$ cat src/rtl/mcpu_ram_arbiter.sv
// Two-port round-robin arbiter in front of the MCPU RAM data port, with optional
// per-port lock for burst ownership, a registered RAM command and a 2-cycle tagged read return.
module mcpu_ram_arbiter #(
  parameter int WORD_SIZE  = 16,
  parameter int ADDR_WIDTH = 8
) (
  input  logic                  clk,
  input  logic                  reset,
  input  logic                  req0,
  input  logic                  we0,
  input  logic                  lock0,
  input  logic [ADDR_WIDTH-1:0] addr0,
  input  logic [WORD_SIZE-1:0]  wdata0,
  output logic                  gnt0,
  output logic                  rvalid0,
  input  logic                  req1,
  input  logic                  we1,
  input  logic                  lock1,
  input  logic [ADDR_WIDTH-1:0] addr1,
  input  logic [WORD_SIZE-1:0]  wdata1,
  output logic                  gnt1,
  output logic                  rvalid1,
  output logic [WORD_SIZE-1:0]  rdata,
  output logic                  ram_we,
  output logic                  ram_re,
  output logic [ADDR_WIDTH-1:0] ram_addr,
  output logic [WORD_SIZE-1:0]  ram_wdata,
  input  logic [WORD_SIZE-1:0]  ram_rdata
);

  typedef enum logic [1:0] {
    ARB  = 2'd0,
    OWN0 = 2'd1,
    OWN1 = 2'd2
  } state_t;

  state_t state, state_next;
  logic   last_gnt, last_gnt_next;

  logic                  gnt_any;
  logic                  sel_we;
  logic [ADDR_WIDTH-1:0] sel_addr;
  logic [WORD_SIZE-1:0]  sel_wdata;

  logic tag1_valid, tag1_port;
  logic tag2_valid, tag2_port;

  // Handshake: reqN/weN/lockN/addrN/wdataN are held stable by the requester until
  // gntN is seen high; the access is accepted at that rising edge, and a new access
  // may be presented in the very next cycle. gntN is combinational from the reqs.
  always_comb begin
    gnt0          = 1'b0;
    gnt1          = 1'b0;
    state_next    = state;
    last_gnt_next = last_gnt;
    if (!reset) begin
      if (state == OWN0 && req0) begin
        gnt0 = 1'b1;
      end else if (state == OWN1 && req1) begin
        gnt1 = 1'b1;
      end else if (req0 && req1) begin
        // Conflict goes to the port that did not win last time.
        gnt0 = last_gnt;
        gnt1 = ~last_gnt;
      end else begin
        // An owner that dropped its req falls back to plain arbitration this cycle.
        gnt0 = req0;
        gnt1 = req1;
      end

      if (gnt0) begin
        state_next    = lock0 ? OWN0 : ARB;
        last_gnt_next = 1'b0;
      end else if (gnt1) begin
        state_next    = lock1 ? OWN1 : ARB;
        last_gnt_next = 1'b1;
      end else begin
        state_next = ARB;
      end
    end
  end

  always_ff @(posedge clk) begin
    if (reset) begin
      state    <= ARB;
      last_gnt <= 1'b1;
    end else begin
      state    <= state_next;
      last_gnt <= last_gnt_next;
    end
  end

  assign gnt_any   = gnt0 | gnt1;
  assign sel_we    = gnt1 ? we1    : we0;
  assign sel_addr  = gnt1 ? addr1  : addr0;
  assign sel_wdata = gnt1 ? wdata1 : wdata0;

  // Command register plus the owner tag that travels with each read.
  always_ff @(posedge clk) begin
    if (reset) begin
      ram_we     <= 1'b0;
      ram_re     <= 1'b0;
      ram_addr   <= '0;
      ram_wdata  <= '0;
      tag1_valid <= 1'b0;
      tag1_port  <= 1'b0;
      tag2_valid <= 1'b0;
      tag2_port  <= 1'b0;
      rdata      <= '0;
    end else begin
      ram_we     <= gnt_any & sel_we;
      ram_re     <= gnt_any & ~sel_we;
      if (gnt_any) begin
        ram_addr  <= sel_addr;
        ram_wdata <= sel_wdata;
      end
      tag1_valid <= gnt_any & ~sel_we;
      tag1_port  <= gnt1;
      tag2_valid <= tag1_valid;
      tag2_port  <= tag1_port;
      if (tag1_valid) rdata <= ram_rdata;
    end
  end

  assign rvalid0 = tag2_valid & ~tag2_port;
  assign rvalid1 = tag2_valid & tag2_port;

endmodule

$ cat config.mk
export PLATFORM = sky130hd
export DESIGN_NAME = mcpu_ram_arbiter
export DESIGN_NICKNAME = d
export VERILOG_FILES = /design/src/rtl/mcpu_ram_arbiter.sv
export SDC_FILE = /design/constraint.sdc
export NUM_CORES = 1
export LEC_CHECK = 0
export ABC_AREA = 1
export CORE_MARGIN = 2
export CORE_UTILIZATION = 41
export CTS_CLUSTER_SIZE = 12
export DETAILED_ROUTE_END_ITERATION = 8
export PLACE_DENSITY = 0.82
export SLEW_MARGIN = 15
export SYNTH_ARGS = -nofsm -noshare
export SYNTH_HDL_FRONTEND = slang
export SYNTH_SLANG_ARGS = --single-unit
$ cat constraint.sdc
create_clock -name clk -period 3.8 [get_ports clk]
set_input_delay 0.76 -clock clk [delete_from_list [all_inputs] [get_ports clk]]
set_output_delay 0.76 -clock clk [all_outputs]
set_load 0.02 [all_outputs]
## Word level (Yosys, flattened, before mapping)

Index checks and enable logic that the tools add are counted.

| storage, ports and cells | value |
|---|---|
| bits of input ports | 72 |
| bits in registers | 48 |
| word-level logic and storage cells | 43 |

| cells by class | value |
|---|---|
| reduce and logical (&&, ||, !) cells | 4 |
| multiplexer cells | 19 |
| bitwise gates (word level) | 8 |
| eq/ne operators | 2 |

Operators by type and width:

| kind | number |
|---|---|
| 16-bit two-way mux | 1 |
| 1-bit two-way mux | 14 |
| 8-bit two-way mux | 1 |
| 2-bit two-way mux | 3 |
| 1-bit bitwise AND | 4 |
| 1-bit logical AND | 3 |
| 1-bit NOT | 3 |
| 2-bit by 1-bit equality test with 1-bit output (second input constant) | 1 |
| 2-bit equality test (second input constant) | 1 |
| 2-bit nonzero test | 1 |
| 1-bit OR | 1 |

## Longest topological paths before layout

Gate-level depths: netlist of the first run.

| depth | value |
|---|---|
| depth in word-level cells | 9 |
| mapped depth | 10 |
| mapped depth without buffers | 9 |

## Least setup slack after synthesis of the first run

Ideal clock, no wire load.

| path | value |
|---|---|
| kind | input to output |
| start point | input req0 |
| end point | output gnt0 |
| arrival time | 1.425 ns |
| stages | 5 |
| buffers on the path | 1 |
| slack | 1.615 ns |
| data required time | 3.040 ns |
| path through | nand3_2 > nand2_2 > nand3_1 > buf_2 > inv_1 |

| between the ends | value |
|---|---|
| word-level cells in the longest chain between the ends | 6 |

RTL lines:

| item | RTL line | RTL |
|---|---|---|
| from (decl) | 9 | `input logic req0,` |
| 1-bit logical AND | 61 | `end else if (req0 && req1) begin` |
| 1-bit two-way mux | 61 |  |
| 1-bit two-way mux | 59 | `end else if (state == OWN1 && req1) begin` |
| 1-bit two-way mux * | 57 | `if (state == OWN0 && req0) begin` |
| 1-bit two-way mux * (2 in series) | 56 | `if (!reset) begin` |
| to (decl) | 14 | `output logic gnt0,` |

Mark *: on every way between the ends. The rest lies on a longest branch, timed or not. The select of a mux whose other input is x is not followed.

## Worst setup path in the final report of the first run

| path | value |
|---|---|
| start point | input req1 |
| end point | output gnt1 |

| between the ends | value |
|---|---|
| word-level cells in the longest chain between the ends | 6 |

RTL lines:

| item | RTL line | RTL |
|---|---|---|
| from (decl) | 16 | `input logic req1,` |
| 1-bit logical AND | 61 |  |
| 1-bit two-way mux | 61 |  |
| 1-bit two-way mux * | 59 |  |
| 1-bit two-way mux * | 57 |  |
| 1-bit two-way mux * (2 in series) | 56 |  |
| to (decl) | 21 | `output logic gnt1,` |

Marks and branches as above.

==> results.toml, run 1 <==
[timing]
hold_ws_ps = 405
setup-tns-final_ps = 0
maxSlewViolCount = 0
max-slew-margin-rel_pct = 64.3
tightestPinTransition_ps = 535
layout_worst_path_cycle_share_pct = 93.4
maxClockFrequency_mhz = 282
worst_clock_skew_ps = 4.84
grt_setup_unrepaired = "false"
final_hold_viol_count = 0
period_minus_slack_ps = 3550
report.final.setup_viol = 0

[clock_tree]
postCtsSetupRepairBufs = 0
cts_resized = 0
cts_hold_buf = 0
clock-root-buffer = "clkbuf_8"
numClockSinks = 48
cts_made_buffers = 5
max-clock-path-buffers = 2
worst_setup_hold_path_clk_slew_ps = 90
cts_tree = "built"
insertion_delay_ps = 290
h-tree-depth = 2

[setup_path]
critical_path_peak_fanout = 18
timing.critical_path.arrival_ps = 2790
timing.setup.critical_path_class = "in -> out"
worst-endpoint-required_ps = 3040
crit_slowest_cell = "clkdlybuf4s50_1"
crit_path_start_kind = "input port"
critPathMostFrequentCell = "clkdlybuf4s50_1"
timing.critical_path.cells = "clkdlybuf4s50_1 -> nand3_4 -> nand2_2 -> nand3_2 -> inv_2 -> clkdlybuf4s50_1"
critPathMaxStageDelay_ps = 660
critical_path.endpoint_type = "output pin"

[floorplanning]
io-pin-count = 118
floorplan.die.width_um = 76.0
coreArea_um2 = 5040
initial_core_util_pct = 42.1
die_h_um = 76.0
dieArea_um2 = 5770
placementRows = 26

[yosys]
synth_top_area_cell = "dfxtp_1"
ys.flop_type = "dfxtp_1"
ys_types = 19
synth_nets = 376
ys_top_cells_by_area = "dfxtp_1, nand2_1, nor2_1, nand3_1, nand4_1"
post_synth_edffs = 0
synthesis.instances = 304
asyncSetResetFlopFracSynth_pct = 0
synthesis.area_um2 = 2120
yosysSeqAreaShare_pct = 45.3
synth_area_per_cell_um2 = 6.98
share_of_the_synthesized_area_in_the_top_cell_type_pct = 45.3
ys_ff_latch = 48
synth_warnings = 0

[routing]
drc_violations_left = 0
num_vias = 2369
first_pass_detailed_route_iteration_total = 4
post_drt_antenna_nets = 0
drt-wirelength-per-cell_um = 12.7
drt_wl_total_mm = 6.14
route.detailed.vias_per_inst = 4.89
violation_count_after_the_first_detailed_routing_iteration = 117

[power_and_ir_drop]
leakage_nw = 1.54
ir_drop_uv = 212
power_density_nw_per_um2 = 377

[global_route]
vias_in_the_first_global_route = 2158
grt_start_max_net_pins = 31
gr-total-overflow = 0
antenna_found_initial = 0
grt_first_pass_wirelength_mm = 10.2
total_grt_usage_pct = 21.6

[layout]
drive_gt1_share_pct = 4.83
post-route-util_pct = 68.1
n_antenna_cell = 0
final_net_count = 485
layout.filler_cells = 457
area_delta_synth_final_pct = 61.8

[place]
gpl.final_weighted_congestion = 0.828
place.port_buffers = 117
final_hpwl_dp_mm = 4.57

[min_path]
hold_class = "reg -> reg"

[flow_run]
cap_viol_max_count = 0

[run_status]
status = "finished clean"
[cells in the mapped netlist, types with 2 or more instances]
cell type / count
dfxtp_1: 48
o21ai_0: 18
nand3_1: 33
nand2_1: 58
nand2_2: 2
inv_2: 2
nand3_2: 2
inv_1: 31
nor2_1: 54
a21oi_1: 7
buf_6: 2
buf_4: 2
clkbuf_1: 9
buf_2: 6
nand4_1: 26
[worst paths after layout]
check	start	to	slack, ps	cells after the start
worst max-delay path	req1	gnt1	250	6
worst min-delay path	tag1_port$_SDFF_PP0_	tag2_port$_SDFF_PP0_	410	2
worst max register to register	state[1]$_SDFF_PP0_	ram_wdata[8]$_SDFFE_PP0P_	1640	9
worst min register to register	tag1_port$_SDFF_PP0_	tag2_port$_SDFF_PP0_	410	2
[critical path, delay by kind of cell]
family / cells / cell delay (ps)
buf+inv: 3 / 1440
simple gates: 3 / 590
[cells by family (layout without fill, tap and decap cells)]
group / after synthesis / after routing / synth area share, %
buffers and inverters: 54 / 164 / 11.0
AOI/OAI and AO/OA: 26 / 26 / 6.19
and+or+nand+nor: 176 / 176 / 37.6
DFF: 48 / 48 / 45.3
[final cells by class]
class | count | area (µm²) | area share, %
clock inverters | 2 | 38.8 | 1.13
repair buffers | 122 | 1210 | 35.2
flip-flops and latches | 48 | 961 | 28.0
multi-input cells | 202 | 930 | 27.1
clock buffers | 6 | 82.6 | 2.40
inverters | 34 | 128 | 3.71
well taps | 70 | 87.6 | 2.55
[sequential cells by signal (all words and copies together) (netlist names), 2 cells and up]
signal,cells
ram_wdata,16
rdata,16
ram_addr,8
state,2
[cells in the final DEF (no fill, tap or decap)]
master	count
a21oi_1	7
a31oi_1	1
buf_4	5
bufinv_16	1
clkbuf_8	6
clkdlybuf4s50_1	117
clkinv_1	1
clkinv_4	1
dfxtp_1	48
inv_1	31
inv_2	2
nand2_1	58
nand2_2	2
nand3_1	33
nand3_2	2
nand3_4	1
nand4_1	26
nor2_1	54
o21ai_0	18
[metal layers]
metal | part of all wire (%) | global-route usage [%] | vias up
met2 | 49 | 37.8 | 81
li1 | - | - | 1193
met4 | 0.86 | 5.45 | 0
met1 | 44 | 26.6 | 1091
met3 | 6.0 | 5.71 | 4
met5 | 0 | 0 | -
[power by group]
group          switching (mW)  total, mW  internal, mW
registers              0.0250      0.571         0.546
clock network           0.167      0.383         0.215
logic                   0.168      0.341         0.173
[per-stage QoR]
stage	instance area [µm²]	cells	power, mW	worst slack, ps
detailed placement	3310	476	0.924	248
global route	3440	484	1.37	109
global placement	3310	476	0.917	307
CTS	3440	484	1.31	237
floorplan	2120	304	0.745	1620
finish	3440	484	1.29	249
Note: power is estimated with default switching activity, not from simulation.
==> inputs of run 2 (changes only) <==
ABC_CLOCK_PERIOD_IN_PS = 3800   (was default)
CORE_ASPECT_RATIO = 0.5   (was default)
==> results.toml, run 2 (synthesis results as in run 1) <==
[min_path]
endpoint_of_the_worst_hold_timing_path = "tag2_port$_SDFF_PP0_"
hold_class = "reg -> reg"
worst_hold_path.num_cells = 2
holdCritStartpoint = "tag1_port$_SDFF_PP0_"

[place]
postPlaceCellArea_um2 = 3320
place.detailed.instances = 477
place.port_buffers = 117
gpl.final_weighted_congestion = 0.882
final_hpwl_dp_mm = 4.66

[timing]
report.final.setup_viol = 0
final_hold_viol_count = 0
tightestPinTransition_ps = 533
maxClockFrequency_mhz = 283
setup-tns-final_ps = 0
max-slew-margin-rel_pct = 64.4
grt_setup_unrepaired = "false"
hold_ws_ps = 412
maxSlewViolCount = 0
period_minus_slack_ps = 3530
worst_clock_skew_ps = 6.04
layout_worst_path_cycle_share_pct = 93.0

[routing]
route.detailed.vias_per_inst = 4.92
first_pass_detailed_route_iteration_total = 6
drt_wl_total_mm = 6.25
post_drt_antenna_nets = 0
drt-wirelength-per-cell_um = 12.9
violation_count_after_the_first_detailed_routing_iteration = 80
drc_violations_left = 0
num_vias = 2386

[layout]
n_antenna_cell = 0
final_net_count = 486
final_cell_count_no_fill = 485
post-route-util_pct = 69.5
drive_gt1_share_pct = 5.06
layout.filler_cells = 403
postLayoutCellArea_um2 = 3440
largestRegisters = "ram_wdata (16), rdata (16), ram_addr (8)"
most_common_library_cell_in_the_layout_ignoring_fill_and_taps = "clkdlybuf4s50_1"
most-common-layout-cells = "clkdlybuf4s50_1, nand2_1, nor2_1"
area_delta_synth_final_pct = 62.2

[power_and_ir_drop]
leakage_nw = 1.54
swShare_pct = 28.3
sequential_share_of_power_pct = 43.8
p_sw_uw = 370
clock_power_share_pct = 29.8
power_density_nw_per_um2 = 379
ir_drop_uv = 244
p_int_uw = 934
comb_power_share_pct = 26.4

[global_route]
total_grt_usage_pct = 21.0
grt_start_max_net_pins = 33
gr-total-overflow = 0
vias_in_the_first_global_route = 2143
antenna_found_initial = 0
grt_first_pass_wirelength_mm = 9.50

[clock_tree]
insertion_delay_ps = 300
h-tree-depth = 2
numClockSinks = 48
cts_tree = "built"
clock-root-buffer = "clkbuf_8"
cts_resized = 0
worst_setup_hold_path_clk_slew_ps = 80
cts_hold_buf = 0
postCtsSetupRepairBufs = 0
max-clock-path-buffers = 2
cts_made_buffers = 5

[flow_run]
cap_viol_max_count = 0

[floorplanning]
placementRows = 18
coreArea_um2 = 4950
floorplan.die.width_um = 106
io-pin-count = 118
initial_core_util_pct = 42.9
dieArea_um2 = 5810
die_h_um = 54.9

[setup_path]
r2r_setup_slack_ps = 1620
timing.reg2reg.worst_path_depth = 9
critical_path.endpoint_type = "output pin"
worst-endpoint-required_ps = 3040
critical_path_peak_fanout = 17
crit_path_start_kind = "input port"
r2r-start = "state[1]$_SDFF_PP0_"
timing.critical_path.arrival_ps = 2770
timing.setup.critical_path_class = "in -> out"
r2r_end = "ram_wdata[8]$_SDFFE_PP0P_"

[run_status]
status = "finished clean"
run 2: worst max path at each step:
stage                     from    to  slack, ps  depth (start not counted)
after floorplan           req0  gnt0       1620                          5
after global placement    req0  gnt0        390                          6
after detailed placement  req0  gnt0        310                          6
after CTS                 req0  gnt0        300                          6
after global routing      req0  gnt0        200                          6
final                     req0  gnt0        270                          6
run 2: layer usage:
layer / wire [µm] / vias up / track usage (%)
met5: 0 / - / 0
met4: 86 / 0 / 5.70
met3: 351 / 12 / 6.31
met2: 3150 / 73 / 38.9
met1: 2660 / 1106 / 24.5
li1: - / 1195 / -
run 2: through the flow:
stage	worst slack, ps	total power [mW]
2_1_floorplan	1620	0.745
3_3_place_gp	389	0.918
3_5_place_dp	308	0.926
4_1_cts	296	1.31
5_1_grt	196	1.36
6_report	268	1.30
run 2: cell type report:
cell class,count,area [µm²],area share (%)
timing repair buffer,123,1220,35.3
sequential,48,961,27.9
multi-input combinational,202,930,27.0
inverter,34,128,3.71
tap,70,87.6,2.54
clock buffer,6,82.6,2.40
clock inverter,2,38.8,1.13
run 2: worst max-delay path, cell delays in order:
cell	delay (ps)
clkdlybuf4s50_1	520
nand3_2	270
nand2_2	350
nand3_1	140
inv_1	110
clkdlybuf4s50_1	620
run 2: power groups by stage:
stage          combinational (mW)  clock [mW]  sequential, mW
2_1_floorplan               0.120           0           0.625
3_3_place_gp                0.337           0           0.581
3_5_place_dp                0.343           0           0.583
4_1_cts                     0.346       0.393           0.571
5_1_grt                     0.374       0.415           0.576
6_report                    0.344       0.389           0.571
